## src/rtl/cpu_clock_ctrl_if.sv

```systemverilog
// Run-control bus between the operator/CPU side and cpu_clock_ctrl.
// Breakpoint signals exist only when CPU_CLOCK_CTRL_BRKPT_EN is defined.
interface cpu_clock_ctrl_if #(
    parameter int PC_W = 8
);
    logic [1:0]      mode;
    logic            step_btn;
    logic            cpu_halt;
    logic            cpu_tick;
    logic            running;
    logic [15:0]     tick_count;
`ifdef CPU_CLOCK_CTRL_BRKPT_EN
    logic [PC_W-1:0] pc;
    logic [PC_W-1:0] bp_addr;
    logic            bp_valid;
    logic            bp_hit;

    modport master (
        output mode, step_btn, cpu_halt, pc, bp_addr, bp_valid,
        input  cpu_tick, running, tick_count, bp_hit
    );
    modport slave (
        input  mode, step_btn, cpu_halt, pc, bp_addr, bp_valid,
        output cpu_tick, running, tick_count, bp_hit
    );
`else
    modport master (
        output mode, step_btn, cpu_halt,
        input  cpu_tick, running, tick_count
    );
    modport slave (
        input  mode, step_btn, cpu_halt,
        output cpu_tick, running, tick_count
    );
`endif
endinterface

```

## src/rtl/cpu_clock_ctrl.sv

```systemverilog
// CPU run control: halt / debounced single-step / slow / fast clock-enable generation.
// Optional PC breakpoint stop is enabled by defining CPU_CLOCK_CTRL_BRKPT_EN.
module cpu_clock_ctrl #(
    parameter int FAST_DIV   = 1,
    parameter int SLOW_DIV   = 12000000,
    parameter int DEB_CYCLES = 120000,
    parameter int PC_W       = 8
) (
    input logic             clock_in,
    input logic             nReset,
    cpu_clock_ctrl_if.slave bus
);
    // Following states share the encoding of the mode switches they track.
    localparam logic [2:0] ST_HALT    = 3'd0;
    localparam logic [2:0] ST_STEP    = 3'd1;
    localparam logic [2:0] ST_SLOW    = 3'd2;
    localparam logic [2:0] ST_FAST    = 3'd3;
    localparam logic [2:0] ST_STOPPED = 3'd4;

    localparam int MAX_DIV = (SLOW_DIV > FAST_DIV) ? SLOW_DIV : FAST_DIV;
    localparam int DIV_W   = $clog2(MAX_DIV);
    localparam int DEB_W   = $clog2(DEB_CYCLES + 1);
    localparam logic [DIV_W-1:0] SLOW_TERM = DIV_W'(SLOW_DIV - 1);
    localparam logic [DIV_W-1:0] FAST_TERM = DIV_W'(FAST_DIV - 1);
    localparam logic [DEB_W-1:0] DEB_TERM  = DEB_W'(DEB_CYCLES - 1);

    generate
        if (FAST_DIV < 1 || SLOW_DIV < 2 || DEB_CYCLES < 1 || PC_W < 1) begin : g_bad_param
            $error("cpu_clock_ctrl: illegal parameter value");
        end
    endgenerate

    logic [2:0]       sync_s1_q, sync_s2_q;
    logic [1:0]       mode_last_q;
    logic [2:0]       state_q, state_d;
    logic [DIV_W-1:0] div_q, div_d;
    logic [DEB_W-1:0] deb_cnt_q, deb_cnt_d;
    logic             deb_q, deb_d;
    logic             step_req_q, step_req_d;
    logic [15:0]      tick_count_q, tick_count_d;

    logic [1:0]       mode_sync;
    logic             btn_sync;
    logic             mode_chg;
    logic             in_run;
    logic [DIV_W-1:0] div_term;
    logic             would_tick;
    logic             bp_match;
    logic             stop_req;
    logic             tick;

    assign mode_sync = sync_s2_q[1:0];
    assign btn_sync  = sync_s2_q[2];
    assign mode_chg  = (mode_sync != mode_last_q);
    assign in_run    = (state_q == ST_SLOW) || (state_q == ST_FAST);
    assign div_term  = (state_q == ST_SLOW) ? SLOW_TERM : FAST_TERM;

    // A mode change in the terminal-count cycle takes priority over the tick.
    assign would_tick = in_run && !mode_chg && (div_q == div_term);

`ifdef CPU_CLOCK_CTRL_BRKPT_EN
    assign bp_match = bus.bp_valid && (bus.pc == bus.bp_addr);
`else
    assign bp_match = 1'b0;
`endif

    assign stop_req = would_tick && (bus.cpu_halt || bp_match);
    assign tick     = (would_tick && !stop_req) || ((state_q == ST_STEP) && step_req_q);

    assign bus.cpu_tick   = tick;
    assign bus.running    = in_run;
    assign bus.tick_count = tick_count_q;

    always_comb begin
        state_d = state_q;
        if (mode_chg) begin
            state_d = {1'b0, mode_sync};
        end else if (stop_req) begin
            state_d = ST_STOPPED;
        end

        div_d = '0;
        if (in_run && !mode_chg && (div_q != div_term)) begin
            div_d = div_q + DIV_W'(1);
        end

        tick_count_d = tick_count_q + 16'(tick);

        // Level must differ from the accepted one for DEB_CYCLES consecutive cycles.
        deb_d      = deb_q;
        deb_cnt_d  = '0;
        step_req_d = 1'b0;
        if (btn_sync != deb_q) begin
            if (deb_cnt_q == DEB_TERM) begin
                deb_d      = btn_sync;
                step_req_d = btn_sync;
            end else begin
                deb_cnt_d = deb_cnt_q + DEB_W'(1);
            end
        end
    end

    always_ff @(posedge clock_in or negedge nReset) begin
        if (!nReset) begin
            sync_s1_q    <= '0;
            sync_s2_q    <= '0;
            mode_last_q  <= '0;
            state_q      <= ST_HALT;
            div_q        <= '0;
            deb_cnt_q    <= '0;
            deb_q        <= 1'b0;
            step_req_q   <= 1'b0;
            tick_count_q <= '0;
        end else begin
            sync_s1_q    <= {bus.step_btn, bus.mode};
            sync_s2_q    <= sync_s1_q;
            mode_last_q  <= mode_sync;
            state_q      <= state_d;
            div_q        <= div_d;
            deb_cnt_q    <= deb_cnt_d;
            deb_q        <= deb_d;
            step_req_q   <= step_req_d;
            tick_count_q <= tick_count_d;
        end
    end

`ifdef CPU_CLOCK_CTRL_BRKPT_EN
    logic bp_hit_q, bp_hit_d;

    always_comb begin
        bp_hit_d = bp_hit_q;
        if (mode_chg) begin
            bp_hit_d = 1'b0;
        end else if (stop_req && bp_match) begin
            bp_hit_d = 1'b1;
        end
    end

    always_ff @(posedge clock_in or negedge nReset) begin
        if (!nReset) begin
            bp_hit_q <= 1'b0;
        end else begin
            bp_hit_q <= bp_hit_d;
        end
    end

    assign bus.bp_hit = bp_hit_q;
`endif
endmodule

```

## src/flat_wrapper.sv

```systemverilog
// flat-port wrapper written by rule: the top's interface ports become plain ports
module cpu_clock_ctrl_flat 
#(
    parameter int FAST_DIV   = 1,
    parameter int SLOW_DIV   = 12000000,
    parameter int DEB_CYCLES = 120000,
    parameter int PC_W       = 8
)
  (clock_in, nReset, bus_mode, bus_step_btn, bus_cpu_halt, bus_cpu_tick, bus_running, bus_tick_count);
  cpu_clock_ctrl_if #(.PC_W(PC_W)) bus_i ();
  input logic clock_in;
  input logic nReset;
  input wire logic [$bits(bus_i.mode)-1:0] bus_mode;
  input wire logic [$bits(bus_i.step_btn)-1:0] bus_step_btn;
  input wire logic [$bits(bus_i.cpu_halt)-1:0] bus_cpu_halt;
  output wire logic [$bits(bus_i.cpu_tick)-1:0] bus_cpu_tick;
  output wire logic [$bits(bus_i.running)-1:0] bus_running;
  output wire logic [$bits(bus_i.tick_count)-1:0] bus_tick_count;
  assign bus_i.mode = bus_mode;
  assign bus_i.step_btn = bus_step_btn;
  assign bus_i.cpu_halt = bus_cpu_halt;
  assign bus_cpu_tick = bus_i.cpu_tick;
  assign bus_running = bus_i.running;
  assign bus_tick_count = bus_i.tick_count;
  cpu_clock_ctrl #(.FAST_DIV(FAST_DIV), .SLOW_DIV(SLOW_DIV), .DEB_CYCLES(DEB_CYCLES), .PC_W(PC_W)) u_core (.clock_in(clock_in), .nReset(nReset), .bus(bus_i));
endmodule
```

## config.mk

```make
export PLATFORM = sky130hd
export DESIGN_NAME = cpu_clock_ctrl_flat
export DESIGN_NICKNAME = d
export VERILOG_FILES = /design/src/rtl/cpu_clock_ctrl_if.sv /design/src/rtl/cpu_clock_ctrl.sv /design/src/flat_wrapper.sv
export SDC_FILE = /design/constraint.sdc
export NUM_CORES = 1
export LEC_CHECK = 0
export CAP_MARGIN = 25
export CORE_MARGIN = 2
export CORE_UTILIZATION = 55
export DETAILED_ROUTE_END_ITERATION = 6
export GPL_TIMING_DRIVEN = 0
export MAX_ROUTING_LAYER = met4
export PLACE_DENSITY_LB_ADDON = 0.2
export SETUP_SLACK_MARGIN = 0.4
export SLEW_MARGIN = 20
export SYNTH_ARGS = -nofsm -noshare
export SYNTH_HDL_FRONTEND = slang
export SYNTH_SLANG_ARGS = --single-unit
```

## constraint.sdc

```tcl
create_clock -name clock_in -period 4.35 [get_ports clock_in]
set_clock_uncertainty 0.15 [all_clocks]
set_input_delay 0.87 -clock clock_in [delete_from_list [all_inputs] [get_ports clock_in]]
set_output_delay 0.87 -clock clock_in [all_outputs]
set_load 0.02 [all_outputs]
```

==> Yosys cells after proc, flatten, opt, wreduce, memory -nomap -nowiden <==
Index checks and enable logic that the tools add are counted.
{ "classes": {"n_addsub": 3, "n_eq_ne": 8, "n_mux": 8, "reduce_logical": 12} }
{ "ops": {"columns": ["cell", "n"], "rows": [
  ["$mux W24", 2],
  ["$mux W17", 2],
  ["$add A24 B1 Y24 const B", 1],
  ["$eq A24 B24 Y1", 1],
  ["$ne A24 B24 Y1", 1],
  ["$add A17 B1 Y17 const B", 1],
  ["$eq A17 B17 Y1 const B", 1],
  ["$add A16 B1 Y16", 1],
  ["$eq A3 B2 Y1 const B", 2],
  ["$logic_and A1 B1 Y1", 6],
  ["$mux W3", 2],
  ["$eq A3 B1 Y1 const B", 1],
  ["$logic_not A1 Y1", 2],
  ["$logic_or A1 B1 Y1", 2],
  ["$mux W1", 2],
  ["$ne A2 B2 Y1", 1],
  ["$reduce_and A2 Y1", 1],
  ["$reduce_bool A2 Y1", 1],
  ["$ne A1 B1 Y1", 1]
]} }
{ "totals": {"register_bits": 70, "in_bits": 6, "elab_cells": 40} }

==> Logic depth before layout (Yosys ltp) <==
{ "depth": {"word_depth": 9, "mapped_depth": 10} }

==> Least setup slack after synthesis <==
No wires, ideal clock.
{ "synth_timing": {"kind": "reg-to-reg", "startpoint": "reg u_core.div_q[4]", "endpoint": "reg u_core.tick_count_q[10], in the netlist u_core.bus.tick_count[10]", "setup_ns": 0.080, "arrival_time_ns": 2.931, "path_slack_ns": 1.189, "path_stages_with_launch": 11, "path_buffers": 0, "period_less_slack_ns": 3.161, "path_cell_list": "dfrtp_1 or4_4 nor3b_2 o2111ai_2 or2_1 o31ai_2 ha_1 ha_1 nand3_1 nor2_1 xor2_1"} }
{ "synth_via": {"elab_chain_cells": 7} }
{ "synth_rtl": {"columns": ["item", "line", "rtl"], "rows": [
  ["start: declaration", "cpu_clock_ctrl.sv:36", "logic [DIV_W-1:0] div_q, div_d;"],
  ["start signal: assignment", "cpu_clock_ctrl.sv:119", "div_q <= div_d;"],
  ["$eq A24 B24 Y1 *", "cpu_clock_ctrl.sv:59", "assign would_tick = in_run && !mode_chg && (div_q == div_term);"],
  ["$logic_and A1 B1 Y1 *", "cpu_clock_ctrl.sv:59", null],
  ["$logic_and A1 B1 Y1", "cpu_clock_ctrl.sv:67", "assign stop_req = would_tick && (bus.cpu_halt || bp_match);"],
  ["$logic_not A1 Y1", "cpu_clock_ctrl.sv:68", "assign tick = (would_tick && !stop_req) || ((state_q == ST_STEP) && step_req_q);"],
  ["$logic_and A1 B1 Y1 *", "cpu_clock_ctrl.sv:68", null],
  ["$logic_or A1 B1 Y1 *", "cpu_clock_ctrl.sv:68", null],
  ["net bus_cpu_tick", "flat_wrapper.sv:16", "output wire logic [$bits(bus_i.cpu_tick)-1:0] bus_cpu_tick;"],
  ["$add A16 B1 Y16 *", "cpu_clock_ctrl.sv:87", "tick_count_d = tick_count_q + 16'(tick);"],
  ["net u_core.tick_count_d[10]", "cpu_clock_ctrl.sv:40", "logic [15:0] tick_count_q, tick_count_d;"],
  ["end signal: assignment", "cpu_clock_ctrl.sv:123", "tick_count_q <= tick_count_d;"],
  ["end: declaration", "cpu_clock_ctrl.sv:40", null]
]} }
Mark *: on every way through the listed nets, which the timed path passes. The rest lies on a longest branch.
A chain may end at the register's enable or synchronous reset.

==> Final worst setup path <==
{ "layout_timing": {"startpoint": "reg u_core.div_q[4]", "endpoint": "out bus_cpu_tick"} }
{ "layout_via": {"elab_chain_cells": 6} }
{ "layout_rtl": {"columns": ["item", "line"], "rows": [
  ["$eq A24 B24 Y1 *", "cpu_clock_ctrl.sv:59"],
  ["$logic_and A1 B1 Y1 *", "cpu_clock_ctrl.sv:59"],
  ["$logic_and A1 B1 Y1", "cpu_clock_ctrl.sv:67"],
  ["$logic_not A1 Y1", "cpu_clock_ctrl.sv:68"],
  ["$logic_and A1 B1 Y1 *", "cpu_clock_ctrl.sv:68"],
  ["$logic_or A1 B1 Y1 *", "cpu_clock_ctrl.sv:68"],
  ["end: declaration", "flat_wrapper.sv:16"]
]} }
Mark *: on every way between the ends. The rest lies on a longest branch, timed or not.

==> reports/qor.csv <==
stage,metric,value,unit
layout,"commonest cells after routing, fill and taps aside","70 x dfrtp_1, 50 x nor2_1, 30 x xnor2_1",
floorplan,Die Wd,80.61,um
worst_hold_path,Hold Crit Depth,0,
job,Max Cap Viol,0,
layout,Multi-input gate area,1416,um2
drt,Post-DRT Antenna Nets,0,
layout,sequential cell area,1752,um2
sta,final worst-path setup slack,0.6264,ns
yosys,Yosys cell types,37,
layout,NumNets Final,353,
drt,DR DRC count,0,
yosys,asr flop ratio synth,100.0,%
setup_path,startpoint types,flop,
setup_path,CP max FO,7,
global_routing,number of global-route vias before repair,2289,
global_routing,overall routing resource usage,21.39,%
global_routing,largest net degree at the start of global routing,39,
global_routing,global-route wire length before repair,10380,um
layout,Area Growth Syn to Fin,16.59,%
global_routing,GRT busiest layer,met2,
sta,part of the cycle the worst path needs,85.60,%
floorplan,Ports,24,
setup_path,WS Path Type,reg -> out,
layout,"non-filler cells, final",420,
layout,layout cells sized above 1,7.759,%
sta,Final Critical Period,3.724,ns
worst_hold_path,Worst Hold Class,reg -> reg,
power,Static Leak,1.570,nW
cts,CTS tree,done,
floorplan,Die Span Y,80.61,um
setup_path,Reg2Reg Depth,10,
sta,Slew HR,63.20,%
cts,TritonCTS buffer count,9,
cts,clk buf depth,2,
global_routing,met1 Track Usage GR,29.25,%
sta,RSZ-0062 raised after global routing,false,
cts,H-tree levels,3,
yosys,register area share after synthesis,54.26,%
yosys,"EDFF count, synth",0,
power,P per Cell Area,356.5,nW/um2
yosys,warnings from Yosys,0,
layout,"commonest non-fill, non-tap cell in the layout",dfrtp_1,
cts,Post-CTS Setup Repair Bufs,0,
sta,worst-margin pin slew,0.5470,ns
yosys,Syn Area/Cell,10.48,um2
layout,"Design Area, Final",3764,um2
floorplan,Rows,27,
setup_path,Critical Path AT,2.70,ns
sta,Pins Over Slew Limit,0,
yosys,Post-Syn Area,3228,um2
cts,Sink Count,70,
place,input/output buffers,23,
outcome,status,completed,
setup_path,element type at the critical path end,output port,
cts,clock latency at the later pin of the worst-skew pair,0.34,ns
layout,Antenna Cells,0,
floorplan,Core ar.,5574,um2
global_routing,met3 track utilization from global routing,3.371,%
yosys,cell count after synthesis,308,
layout,# fillers,457,
yosys,Main synth FF type,dfrtp_1,
sta,setup_tns,0,ns
place,Inst Count DP,404,
sta,Final Hold Fails,0,
yosys,register bit total from synthesis,70,
drt,vias,2255,
global_routing,met2 usage,32.08,%
power,Total Power,1.342,mW
power,worst vdd ir,0.3097,mV
sta,setup violators final,0,
floorplan,die area,6498,um2
cts,clk slew on worst S/H paths,0.07,ns
drt,overall routed net length,5824,um
drt,total iterations of the first detailed-routing run,4,
drt,mean routed wirelength per cell,13.87,um
place,DPL Wire Length,4077,um
sta,final hold slack,0.2032,ns
sta,fmax,268.6,MHz
place,dpl ws,0.6670,ns
floorplan,initial core utilization,57.91,%
layout,final core occ,67.52,%
cts,CTS root buf,clkbuf_8,
place,placed instance area,3566,um2
setup_path,data required time of the critical path,3.33,ns
drt,Vias per Instance,5.369,
global_routing,initial antenna violation count,0,
place,gpl congestion,0.8407,
yosys,Mapped Nets,318,
global_routing,GRT Residual Overflow,0,
drt,Detailed Route Iter0 Violations,128,
==> synthesized netlist by cell type (all sizes together) (3+ instances only) <==
cell / count / area share [%]
dfrtp: 70 / 54
nand4: 12 / 2.3
and4: 9 / 2.5
nor3: 13 / 2.0
clkbuf: 4 / 0.46
and3: 6 / 1.2
ha: 4 / 1.6
or4: 3 / 0.93
nor4: 5 / 0.97
xnor2: 30 / 8.1
inv: 9 / 1.0
nand3: 24 / 3.7
nand2: 20 / 2.3
xor2: 23 / 6.2
o21ai: 4 / 0.62
nor2: 50 / 5.8
==> cell type report <==
| type | instances | share of cell area [%] |
|---|---|---|
| sequential | 70 | 46.54 |
| clock buffer | 9 | 3.291 |
| multi-input combinational | 224 | 37.63 |
| inverter | 9 | 0.8976 |
| clock inverter | 7 | 1.995 |
| timing repair buffer | 24 | 6.549 |
| buffer | 5 | 0.6981 |
| tap | 72 | 2.394 |
==> cells by family (layout without fill, tap and decap cells) <==
kind of cell / Yosys count / in the layout / share of synthesized area [%]
AOI/OAI and AO/OA: 11 / 11 / 2.636
xor gates and xnor gates: 53 / 53 / 14.38
adders and majority gates: 4 / 4 / 1.550
buffers and inverters: 14 / 54 / 1.860
DFF: 70 / 70 / 54.26
muxes: 2 / 2 / 0.6589
and+or+nand+nor: 154 / 154 / 24.65
==> critical path, stage by stage, from the launching register on <==
cell and delay [ns]:
dfrtp_1 0.45, or4_4 0.57, nor3b_2 0.21, o2111ai_2 0.15, or2_1 0.29, o31ai_2 0.32
dlygate4sd2_1 0.38
==> registers in the layout, indices dropped and copies added, names as in the netlist <==
signal                 count
u_core.div_q              24
u_core.sync_s2_q           3
u_core.bus.tick_count     16
u_core.step_req_q          1
u_core.state_q             3
u_core.deb_q               1
u_core.deb_cnt_q          17
u_core.sync_s1_q           3
u_core.mode_last_q         2
==> repair_timing <==
item                       4_1_cts  5_1_grt
setup endpoints to repair        1        0
hold buffers                     0        0
gates resized for setup          1        0
==> worst paths after layout <==
| kind | start | endpoint | slack, ns |
|---|---|---|---|
| hold / removal | u_core.sync_s1_q[0] | u_core.sync_s2_q[0] | 0.20 |
| setup / recovery | u_core.div_q[4] | bus_cpu_tick | 0.63 |
| hold reg to reg | u_core.sync_s1_q[0] | u_core.sync_s2_q[0] | 0.20 |
| setup reg to reg | u_core.div_q[4] | u_core.bus.tick_count[10] | 1.08 |
| max in group asynchronous | nReset | u_core.deb_cnt_q[10] | 3.20 |
| min in group asynchronous | nReset | u_core.div_q[19] | 0.31 |
==> power by group <==
group / switching (mW) / total, mW / internal [mW]
combinational: 0.0726 / 0.129 / 0.0561
sequential: 0.0262 / 0.701 / 0.675
clock: 0.247 / 0.512 / 0.265
==> layer usage <==
layer | vias to the layer above | wire length (um)
li1 | 1124 | -
met1 | 1079 | 2841
met2 | 43 | 2677
met3 | 9 | 213
met4 | 0 | 92
met5 | - | 0
(Power assumes the default switching activity.)
